<file path="src/rtl/bilinear_upsampler_2x_pkg.sv">
// Shared definitions for the 2x bilinear upscaler and the downstream 2x writer.
// Both sides use the lane constants so they agree on where each output pixel sits.
package bilinear_upsampler_2x_pkg;

    localparam int PW_DEF    = 8;
    localparam int WI_DEF    = 32;
    localparam int NUM_LANES = 4;

    localparam int LANE_TL = 0;
    localparam int LANE_TR = 1;
    localparam int LANE_BL = 2;
    localparam int LANE_BR = 3;

    function automatic int lane_lsb(input int lane, input int pw);
        return lane * pw;
    endfunction

endpackage

</file>
<file path="src/rtl/upsample_line_buffer.sv">
// One line of previous-row pixels: single port, read-before-write, registered read.
// The array is deliberately not reset; row 0 never consumes its contents.
module upsample_line_buffer
    import bilinear_upsampler_2x_pkg::*;
#(
    parameter int WIDTH = 128,
    parameter int PW    = PW_DEF,
    parameter int AW    = 7
) (
    input  logic          clk,
    input  logic          i_en,
    input  logic [AW-1:0] i_addr,
    input  logic [PW-1:0] i_wdata,
    output logic [PW-1:0] o_rdata
);

    logic [PW-1:0] r_mem [WIDTH];
    logic [PW-1:0] r_rdata;

    always_ff @(posedge clk) begin
        if (i_en) begin
            r_rdata        <= r_mem[i_addr];
            r_mem[i_addr]  <= i_wdata;
        end
    end

    assign o_rdata = r_rdata;

endmodule

</file>
<file path="src/rtl/bilinear_upsampler_2x.sv">
// Streaming 2x bilinear upscaler: each input pixel yields one packed 2x2 block,
// using only the current pixel, its left neighbour and the two pixels above.
module bilinear_upsampler_2x
    import bilinear_upsampler_2x_pkg::*;
#(
    parameter int WI     = WI_DEF,
    parameter int PW     = PW_DEF,
    parameter int WIDTH  = 128,
    parameter int HEIGHT = 128
) (
    input  logic          clk,
    input  logic          rst,
    input  logic [PW-1:0] din,
    input  logic          vld_i,
    output logic [WI-1:0] dout,
    output logic          vld_o,
    output logic          eol_o,
    output logic          eof_o
);

    localparam int CW = (WIDTH  > 1) ? $clog2(WIDTH)  : 1;
    localparam int RW = (HEIGHT > 1) ? $clog2(HEIGHT) : 1;
    localparam logic [CW-1:0] COL_LAST = CW'(WIDTH - 1);
    localparam logic [RW-1:0] ROW_LAST = RW'(HEIGHT - 1);

    function automatic logic [PW-1:0] avg2(input logic [PW-1:0] x, input logic [PW-1:0] y);
        logic [PW:0] s;
        s = {1'b0, x} + {1'b0, y} + (PW+1)'(1);
        return s[PW:1];
    endfunction

    function automatic logic [PW-1:0] avg4(input logic [PW-1:0] a, input logic [PW-1:0] b,
                                           input logic [PW-1:0] c, input logic [PW-1:0] d);
        logic [PW+1:0] s;
        s = {2'b00, a} + {2'b00, b} + {2'b00, c} + {2'b00, d} + (PW+2)'(2);
        return s[PW+1:2];
    endfunction

    logic [CW-1:0] r_col;
    logic [RW-1:0] r_row;
    logic          r_s0_vld;
    logic [CW-1:0] r_s0_col;
    logic [RW-1:0] r_s0_row;
    logic [PW-1:0] r_c;
    logic [PW-1:0] r_l;
    logic [PW-1:0] r_d;

    logic          w_wr_en;
    logic [PW-1:0] w_a_raw;
    logic          w_first_col;
    logic          w_first_row;
    logic [PW-1:0] w_a;
    logic [PW-1:0] w_l;
    logic [PW-1:0] w_d;
    logic [PW-1:0] w_lane [NUM_LANES];
    logic [WI-1:0] w_dout_next;

    // Raster position of the pixel arriving this cycle; line and frame wrap together.
    always_ff @(posedge clk) begin
        if (rst) begin
            r_col <= '0;
            r_row <= '0;
        end else if (vld_i) begin
            if (r_col == COL_LAST) begin
                r_col <= '0;
                r_row <= (r_row == ROW_LAST) ? '0 : r_row + 1'b1;
            end else begin
                r_col <= r_col + 1'b1;
            end
        end
    end

    assign w_wr_en = vld_i & ~rst;

    upsample_line_buffer #(
        .WIDTH (WIDTH),
        .PW    (PW),
        .AW    (CW)
    ) u_line_buffer (
        .clk     (clk),
        .i_en    (w_wr_en),
        .i_addr  (r_col),
        .i_wdata (din),
        .o_rdata (w_a_raw)
    );

    always_ff @(posedge clk) begin
        if (rst) begin
            r_s0_vld <= 1'b0;
        end else begin
            r_s0_vld <= vld_i;
        end
    end

    always_ff @(posedge clk) begin
        if (vld_i) begin
            r_c      <= din;
            r_s0_col <= r_col;
            r_s0_row <= r_row;
        end
    end

    // Edge replication: missing neighbours fall back to the nearest real pixel.
    assign w_first_col = (r_s0_col == '0);
    assign w_first_row = (r_s0_row == '0);
    assign w_a = w_first_row ? r_c : w_a_raw;
    assign w_l = w_first_col ? r_c : r_l;
    assign w_d = w_first_col ? w_a : (w_first_row ? r_l : r_d);

    assign w_lane[LANE_TL] = avg4(r_c, w_l, w_a, w_d);
    assign w_lane[LANE_TR] = avg2(w_a, r_c);
    assign w_lane[LANE_BL] = avg2(w_l, r_c);
    assign w_lane[LANE_BR] = r_c;

    generate
        for (genvar gi = 0; gi < NUM_LANES; gi++) begin : g_pack
            assign w_dout_next[lane_lsb(gi, PW) +: PW] = w_lane[gi];
        end
    endgenerate

    // Left and upper-left neighbours for the next pixel; they hold across input gaps.
    always_ff @(posedge clk) begin
        if (r_s0_vld) begin
            r_l <= r_c;
            r_d <= w_a_raw;
        end
    end

    always_ff @(posedge clk) begin
        if (rst) begin
            dout  <= '0;
            vld_o <= 1'b0;
            eol_o <= 1'b0;
            eof_o <= 1'b0;
        end else begin
            vld_o <= r_s0_vld;
            eol_o <= r_s0_vld & (r_s0_col == COL_LAST);
            eof_o <= r_s0_vld & (r_s0_col == COL_LAST) & (r_s0_row == ROW_LAST);
            if (r_s0_vld) begin
                dout <= w_dout_next;
            end
        end
    end

endmodule
</file>
<file path="config.mk">
export PLATFORM = sky130hd
export DESIGN_NAME = bilinear_upsampler_2x
export DESIGN_NICKNAME = d
export VERILOG_FILES = /design/src/rtl/bilinear_upsampler_2x_pkg.sv /design/src/rtl/upsample_line_buffer.sv /design/src/rtl/bilinear_upsampler_2x.sv
export SDC_FILE = /design/constraint.sdc
export NUM_CORES = 1
export LEC_CHECK = 0
export CAP_MARGIN = 25
export CELL_PAD_IN_SITES_DETAIL_PLACEMENT = 1
export CELL_PAD_IN_SITES_GLOBAL_PLACEMENT = 1
export CORE_ASPECT_RATIO = 1.4
export CORE_MARGIN = 2
export CORE_UTILIZATION = 40
export DETAILED_ROUTE_END_ITERATION = 12
export PLACE_DENSITY = 0.65
export SYNTH_ARGS = -nofsm -noshare
export SYNTH_HDL_FRONTEND = slang
export SYNTH_HIERARCHICAL = 1
export SYNTH_SLANG_ARGS = --single-unit
</file>
<file path="constraint.sdc">
create_clock -name clk -period 5.7 [get_ports clk]
set_clock_uncertainty 0.15 [all_clocks]
set_input_delay 1.71 -clock clk [delete_from_list [all_inputs] [get_ports clk]]
set_output_delay 1.71 -clock clk [all_outputs]
set_load 0.1 [all_outputs]
</file>
==> metrics, run 1 <==
Routed WL per cell 33.55 microns; slew margin rel. 0.2377; critical path cell sequence nor4_1 > nand2_1 > mux2_2 > fa_1 > inv_1 > fa_1 > inv_1 > ha_1 > and4b_1 > and3_1 > nor2_1 > a21oi_1 > or3_1 > a32o_1; fin util 0.4543; Comb pwr share 0.103; hpwl dp 97730 microns; I/O Pins 46; TritonCTS clock tree yes; Switch Pwr 4.520 mW; register area 33150 sq um; Port Buffers 45; Post-DP Area 47630 sq um; Final ANT Viol Nets 0; outcome finished clean; Max stage delay on crit path 540 ps; vias per std cell 6.288; Pre-antenna DRT Iters 6; Mapped Area 45230 sq um; slowest CP cell fa_1; Gate Count Post-Synth 2919; Final Cycle Share 0.8362; Post-synth ARST share 0; Final Hold Fails 0; largest net degree at the start of global routing 79; FMAX 209.8 MHz; final non-filler cell total 4566; area growth from synthesis to layout 13.22%; commonest non-fill, non-tap cell in the layout edfxtp_1; Routed WL 153200 microns; Fillers 10946; FF+latch count, synth 1120; maximum vdd drop 0.2973 mV; post-synth cell types 86; Leak 16.23 nW; Post-synth EDFFs 1070; Crit Path Class flop to flop; Inst Count DP 4371; Critical Path AT 5230 ps; Initial DRC Count 3139; Max Root-Sink Buffers 3; vias 28713; post-CTS setup buffers 0; chip width 288.2 microns; clk_lat worst skew 720 ps; Yosys warnings 6; Pwr Total 18.24 mW; startpoint types flop; Die Y 401.9 microns; most common flop cell mapped by yosys edfxtp_1; Net Sw Frac 0.2478; Critical Path RT 6160 ps; Clock Pin Slew Worst Setup and Hold Paths 60 ps; initial core utilization 0.4013; max-slew violations 0; CTS root buf clkbuf_16; share of post-route cells with drive strength above 1 0.1381; MaxCap Viol Count 0; Post-Syn Nets 2973; most frequent cells in the layout edfxtp_1, nor2_1, a221oi_1; Pint 13.72 mW; H-tree depth 3; global placer's final weighted congestion 0.9013; Num CTS Buffers 104; initial antenna violation count 2; first-pass GRT wire length 218600 microns; core area 112700 sq um; maximum fanout along the worst path 11; Final Net Count 3052; CTS Hold Bufs 0; vias in the first global route 29526; Overall Global Routing Usage 0.2635; post-CTS sizing 0; Setup violations, final 0; Sequential Power Share 0.500; RSZ-0062 raised after global routing no; syn_area_per_cell 15.49 sq um; row count 146; P per Cell Area 356.3 nW/um^2; die area 115800 sq um; worst min path class flop to flop; sequential-to-total area share from yosys stat 0.7325; cell area after layout 51210 sq um; CTS Sinks 1120; TNS Setup 0 ps; clock power share 0.397; worst slew pin tran 1135 ps; fin crit period 4766 ps; Worst Setup End Kind flop; DRC violations left 0; multi-input logic area 10860 sq um; grt ovf 0
final timing paths:
path	start	to	slack (ps)	cells past startpoint
hold reg to reg	u_line_buffer/o_rdata[3]$_DFFE_PP_	r_d[3]$_DFFE_PP_	310	0
setup reg to reg	r_s0_row[5]$_DFFE_PP_	dout[4]$_SDFFE_PP0P_	930	14
setup / recovery	r_s0_row[5]$_DFFE_PP_	dout[4]$_SDFFE_PP0P_	930	14
hold / removal	u_line_buffer/o_rdata[3]$_DFFE_PP_	r_d[3]$_DFFE_PP_	310	0
critical path, delay by kind of cell (launching register included):
| kind | cells | cell delay [ps] |
|---|---|---|
| simple gates | 6 | 1740 |
| compound gates | 2 | 410 |
| fa+ha+maj | 3 | 1390 |
| mux | 1 | 470 |
| buf+inv | 2 | 100 |
| flops | 1 | 400 |
per-layer routing:
layer | track usage | wire (microns) | vias to the layer above
met3 | 0.03923 | 10740 | 384
met4 | 0.1613 | 10490 | 2
li1 | - | - | 11809
met5 | 0 | 10 | -
met1 | 0.3127 | 54870 | 15011
met2 | 0.4493 | 77110 | 1507
sequential cells by signal, summed over array words and instances, names as in the netlist, 8 cells and up:
signal and count:
r_l 8, r_d 8, r_c 8, u_line_buffer/r_mem 1024
dout 32, u_line_buffer/o_rdata 8
cells by family (layout without fill, tap and decap cells):
family / count (synthesis) / count (layout) / synth area share
buffers and inverters: 258 / 423 / 0.02824
other: 0 / 2 / 0
muxes: 174 / 174 / 0.04382
DFF: 1120 / 1120 / 0.7325
AOI/OAI and AO/OA: 759 / 759 / 0.1239
and+or+nand+nor: 546 / 546 / 0.05312
adders and majority gates: 43 / 43 / 0.01472
xor gates and xnor gates: 19 / 19 / 0.003679
through the flow:
stage,hold WS [ps],setup WS [ps]
floorplan,270.4,1352
finish,305.5,933.9
detailed placement,289.9,789.9
CTS,308.2,931.5
global placement,285.7,921.8
global route,335.3,701.5
cell type report:
class	count	share of cell area
tap	1480	0.03616
inverter	50	0.003714
antenna	2	0.00009774
clock inverter	67	0.01432
clock buffer	125	0.05478
timing repair buffer	181	0.03157
sequential	1120	0.6473
multi-input combinational	1541	0.2120
synth_stat cells, types with 9 or more instances:
cell type  instances  area share
buf_1             14      0.0012
ha_1              26      0.0072
buf_4              9      0.0015
nand2_1          127       0.011
dfxtp_1           50       0.022
nand4_1           14      0.0019
o22a_1            11      0.0021
o211ai_1          14      0.0023
fa_1              17      0.0075
nor2b_1           16      0.0022
clkbuf_1          80      0.0066
mux2i_1           87       0.019
buf_2             82      0.0091
xor2_1            12      0.0023
nand2b_1          11      0.0015
o221ai_1          17      0.0033
a21oi_1          137       0.015
a22oi_1           73       0.012
nor3_1            25      0.0028
a211oi_1          12      0.0020
nor2_1           281       0.023
a221oi_1         220       0.043
a22o_1            41      0.0079
mux2_2            70       0.017
mux4_2            11      0.0055
o21ai_0           99       0.011
inv_1             49      0.0041
o22ai_1           28      0.0039
edfxtp_1        1070        0.71
buf_6             23      0.0057
nand3_1           25      0.0028
a221o_1           21      0.0046
power by group through the flow:
stage,Sequential (mW),Combinational [mW],Clock (mW)
3_3_place_gp,9.30,1.81,0
5_1_grt,9.13,1.96,7.60
4_1_cts,9.13,1.85,7.33
2_1_floorplan,9.47,0.873,0
6_report,9.13,1.87,7.24
3_5_place_dp,9.31,1.84,0
(Power assumes the default switching activity.)
==> run 2: changes to the inputs <==
==> constraint.sdc (replaced) <==
create_clock -name clk -period 4.5 [get_ports clk]
set_clock_uncertainty 0.15 [all_clocks]
set_input_delay 1.35 -clock clk [delete_from_list [all_inputs] [get_ports clk]]
set_output_delay 1.35 -clock clk [all_outputs]
set_load 0.1 [all_outputs]
==> run 2 against run 1 <==
- non-clock buffer count up 149
- critical endpoint unchanged
- critical path depth up 1
- core utilization up 1.1 points
- power up 26%
- sequential cell count unchanged
- combinational power up 30%
- first-iteration DRC count down 10%
==> metrics, run 2 (same netlist as run 1, synthesis figures left out) <==
share of post-route cells with drive strength above 1 0.1752 (+0.03708); Biggest register u_line_buffer/r_mem; vias 29075 (+1.3%); grt ovf 0 (unchanged); CTS Hold Bufs 0 (unchanged); Final Net Count 3201 (+4.9%); initial antenna violation count 1 (-1); core area 112700 sq um (unchanged); Routed WL 152300 microns (-0.61%); row count 146 (unchanged); RSZ-0062 raised after global routing yes; Top delay family on crit path adder cells; Final Hold Fails 0 (unchanged); Overall Global Routing Usage 0.2625 (-0.0009579); cell area after layout 52400 sq um (+2.3%); worst hold slack 308.0 ps (+2.556 ps); Worst Setup End Kind flop; Switch Pwr 5.697 mW (+26%); clock power share 0.389 (-0.008); maximum fanout along the worst path 10 (-1); Max Root-Sink Buffers 3 (unchanged); hpwl dp 97560 microns (-0.17%); Final ANT Viol Nets 0 (unchanged); slowest CP cell fa_1; Port Buffers 45 (unchanged); H-tree depth 3 (unchanged); clk_lat worst skew 720 ps (about the same); Final Cycle Share 0.9647 (+0.1285); die area 115800 sq um (unchanged); CTS root buf clkbuf_16; critical path cell sequence nor4_2 > nand2_1 > buf_4 > mux2_2 > fa_1 > inv_1 > fa_1 > inv_1 > ha_1 > and4b_1 > and3_1 > nor2_2 > a21oi_1 > or3_1 > a32o_1; outcome finished clean; Max stage delay on crit path 540 ps (about the same); area growth from synthesis to layout 15.86%; largest net degree at the start of global routing 130 (+65%); Buf+Inv Stages, Crit Path 3 (+1); vias per std cell 6.164 (-2.0%); maximum vdd drop 0.3087 mV (+3.8%); Setup violations, final 0 (unchanged); Initial DRC Count 2822 (-10%); DRC violations left 0 (unchanged); max-slew violations 0 (unchanged); Routed WL per cell 32.28 microns (-3.8%); worst min path class flop to flop; Pint 17.22 mW (+25%); Comb pwr share 0.106 (+0.003); Pre-antenna DRT Iters 5 (-1); Crit Path Class flop to flop; Post-DP Area 48970 sq um (+2.8%); Die Y 401.9 microns (unchanged); Fillers 10896 (-0.46%); startpoint types flop; Pwr Total 22.91 mW (+26%); FMAX 230.4 MHz (+9.8%); post-place setup slack 97.05 ps (-692.9 ps); Sequential Power Share 0.505 (+0.005); commonest non-fill, non-tap cell in the layout edfxtp_1; Critical Path RT 4950 ps (-1210 ps); Leak 17.00 nW (+4.8%); fin crit period 4341 ps (-425.1 ps); TritonCTS clock tree yes; Clock Pin Slew Worst Setup and Hold Paths 70 ps (about the same); initial core utilization 0.4013 (unchanged); Critical Path AT 4790 ps (-440 ps); Largest register FFs 1024 (unchanged); first-pass GRT wire length 219800 microns (+0.55%); chip width 288.2 microns (unchanged); P per Cell Area 437.3 nW/um^2 (+23%); global placer's final weighted congestion 0.8979 (-0.38%); setup ws final 159.0 ps (-774.9 ps); Num CTS Buffers 104 (unchanged); CTS Sinks 1120 (unchanged); Largest regs u_line_buffer/r_mem (1024), dout (32); most frequent cells in the layout edfxtp_1, nor2_1, buf_4; MaxCap Viol Count 0 (unchanged); Net Sw Frac 0.2486 (+0.0008322); I/O Pins 46 (unchanged); TNS Setup 0 ps (unchanged); worst slew pin tran 1065 ps (-69.31 ps); vias in the first global route 30566 (+3.5%); slew margin rel. 0.2883 (+0.05052)
run 2: cell types whose count changed in the layout (fill, tap and decap cells not counted), sizes merged:
cell	previous run	this run
clkbuf	125	128
inv	54	51
clkinvlp	5	8
buf	144	293
diode	2	1
bufinv	13	10
clkinv	45	48
run 2: worst register-to-register path: stages (launching register included):
cell,delay [ps]
edfxtp_1,410
nor4_2,290
nand2_1,100
buf_4,200
mux2_2,330
fa_1,520
inv_1,60
fa_1,540
inv_1,50
ha_1,340
and4b_1,200
and3_1,200
nor2_2,140
a21oi_1,120
or3_1,330
a32o_1,250
run 2: path summary, 6_finish.rpt:
kind	to	cells after the start	start	slack (ps)
setup reg to reg	dout[4]$_SDFFE_PP0P_	15	r_s0_row[5]$_DFFE_PP_	160
setup / recovery	dout[4]$_SDFFE_PP0P_	15	r_s0_row[5]$_DFFE_PP_	160
hold / removal	r_d[3]$_DFFE_PP_	0	u_line_buffer/o_rdata[3]$_DFFE_PP_	310
hold reg to reg	r_d[3]$_DFFE_PP_	0	u_line_buffer/o_rdata[3]$_DFFE_PP_	310
run 2: metrics by stage:
stage / instances / util
global placement: 4519 / 0.4344
floorplan: 2919 / -
global route: 4716 / 0.4649
CTS: 4715 / 0.4645
finish: 4717 / 0.4649
detailed placement: 4520 / 0.4344
run 2: final cells by class:
class                           count  area, sq um  share of cell area
Sequential cell                  1120        33150              0.6326
Clock buffer                      128         2799             0.05341
Antenna cell                        1        2.502          0.00004776
Inverter                           50        190.2            0.003629
Multi-Input combinational cell   1541        10870              0.2075
Tap cell                         1480         1852             0.03534
Clock inverter                     67        591.8             0.01129
Timing Repair Buffer              330         2945             0.05621
run 2: timing repair:
action / CTS / global route
resized for setup: 0 / 5
endpoints found under the setup margin: 0 / 5
setup buffers: 0 / 0
hold endpoints to repair: 0 / 0
run 2: power groups by stage:
stage          registers, mW  clock network, mW  logic, mW
6_report                11.6               8.91       2.43
5_1_grt                 11.6               9.37       2.56
4_1_cts                 11.6               9.02       2.40
3_5_place_dp            11.8                  0       2.39
3_3_place_gp            11.8                  0       2.33
2_1_floorplan           12.0                  0       1.11
run 2: layer usage:
| metal | GRT usage | wire length, microns | vias up |
|---|---|---|---|
| li1 | - | - | 12102 |
| met2 | 0.4572 | 78200 | 1300 |
| met3 | 0.03741 | 9195 | 362 |
| met1 | 0.3067 | 55150 | 15311 |
| met5 | 0 | 0 | - |
| met4 | 0.1545 | 9727 | 0 |
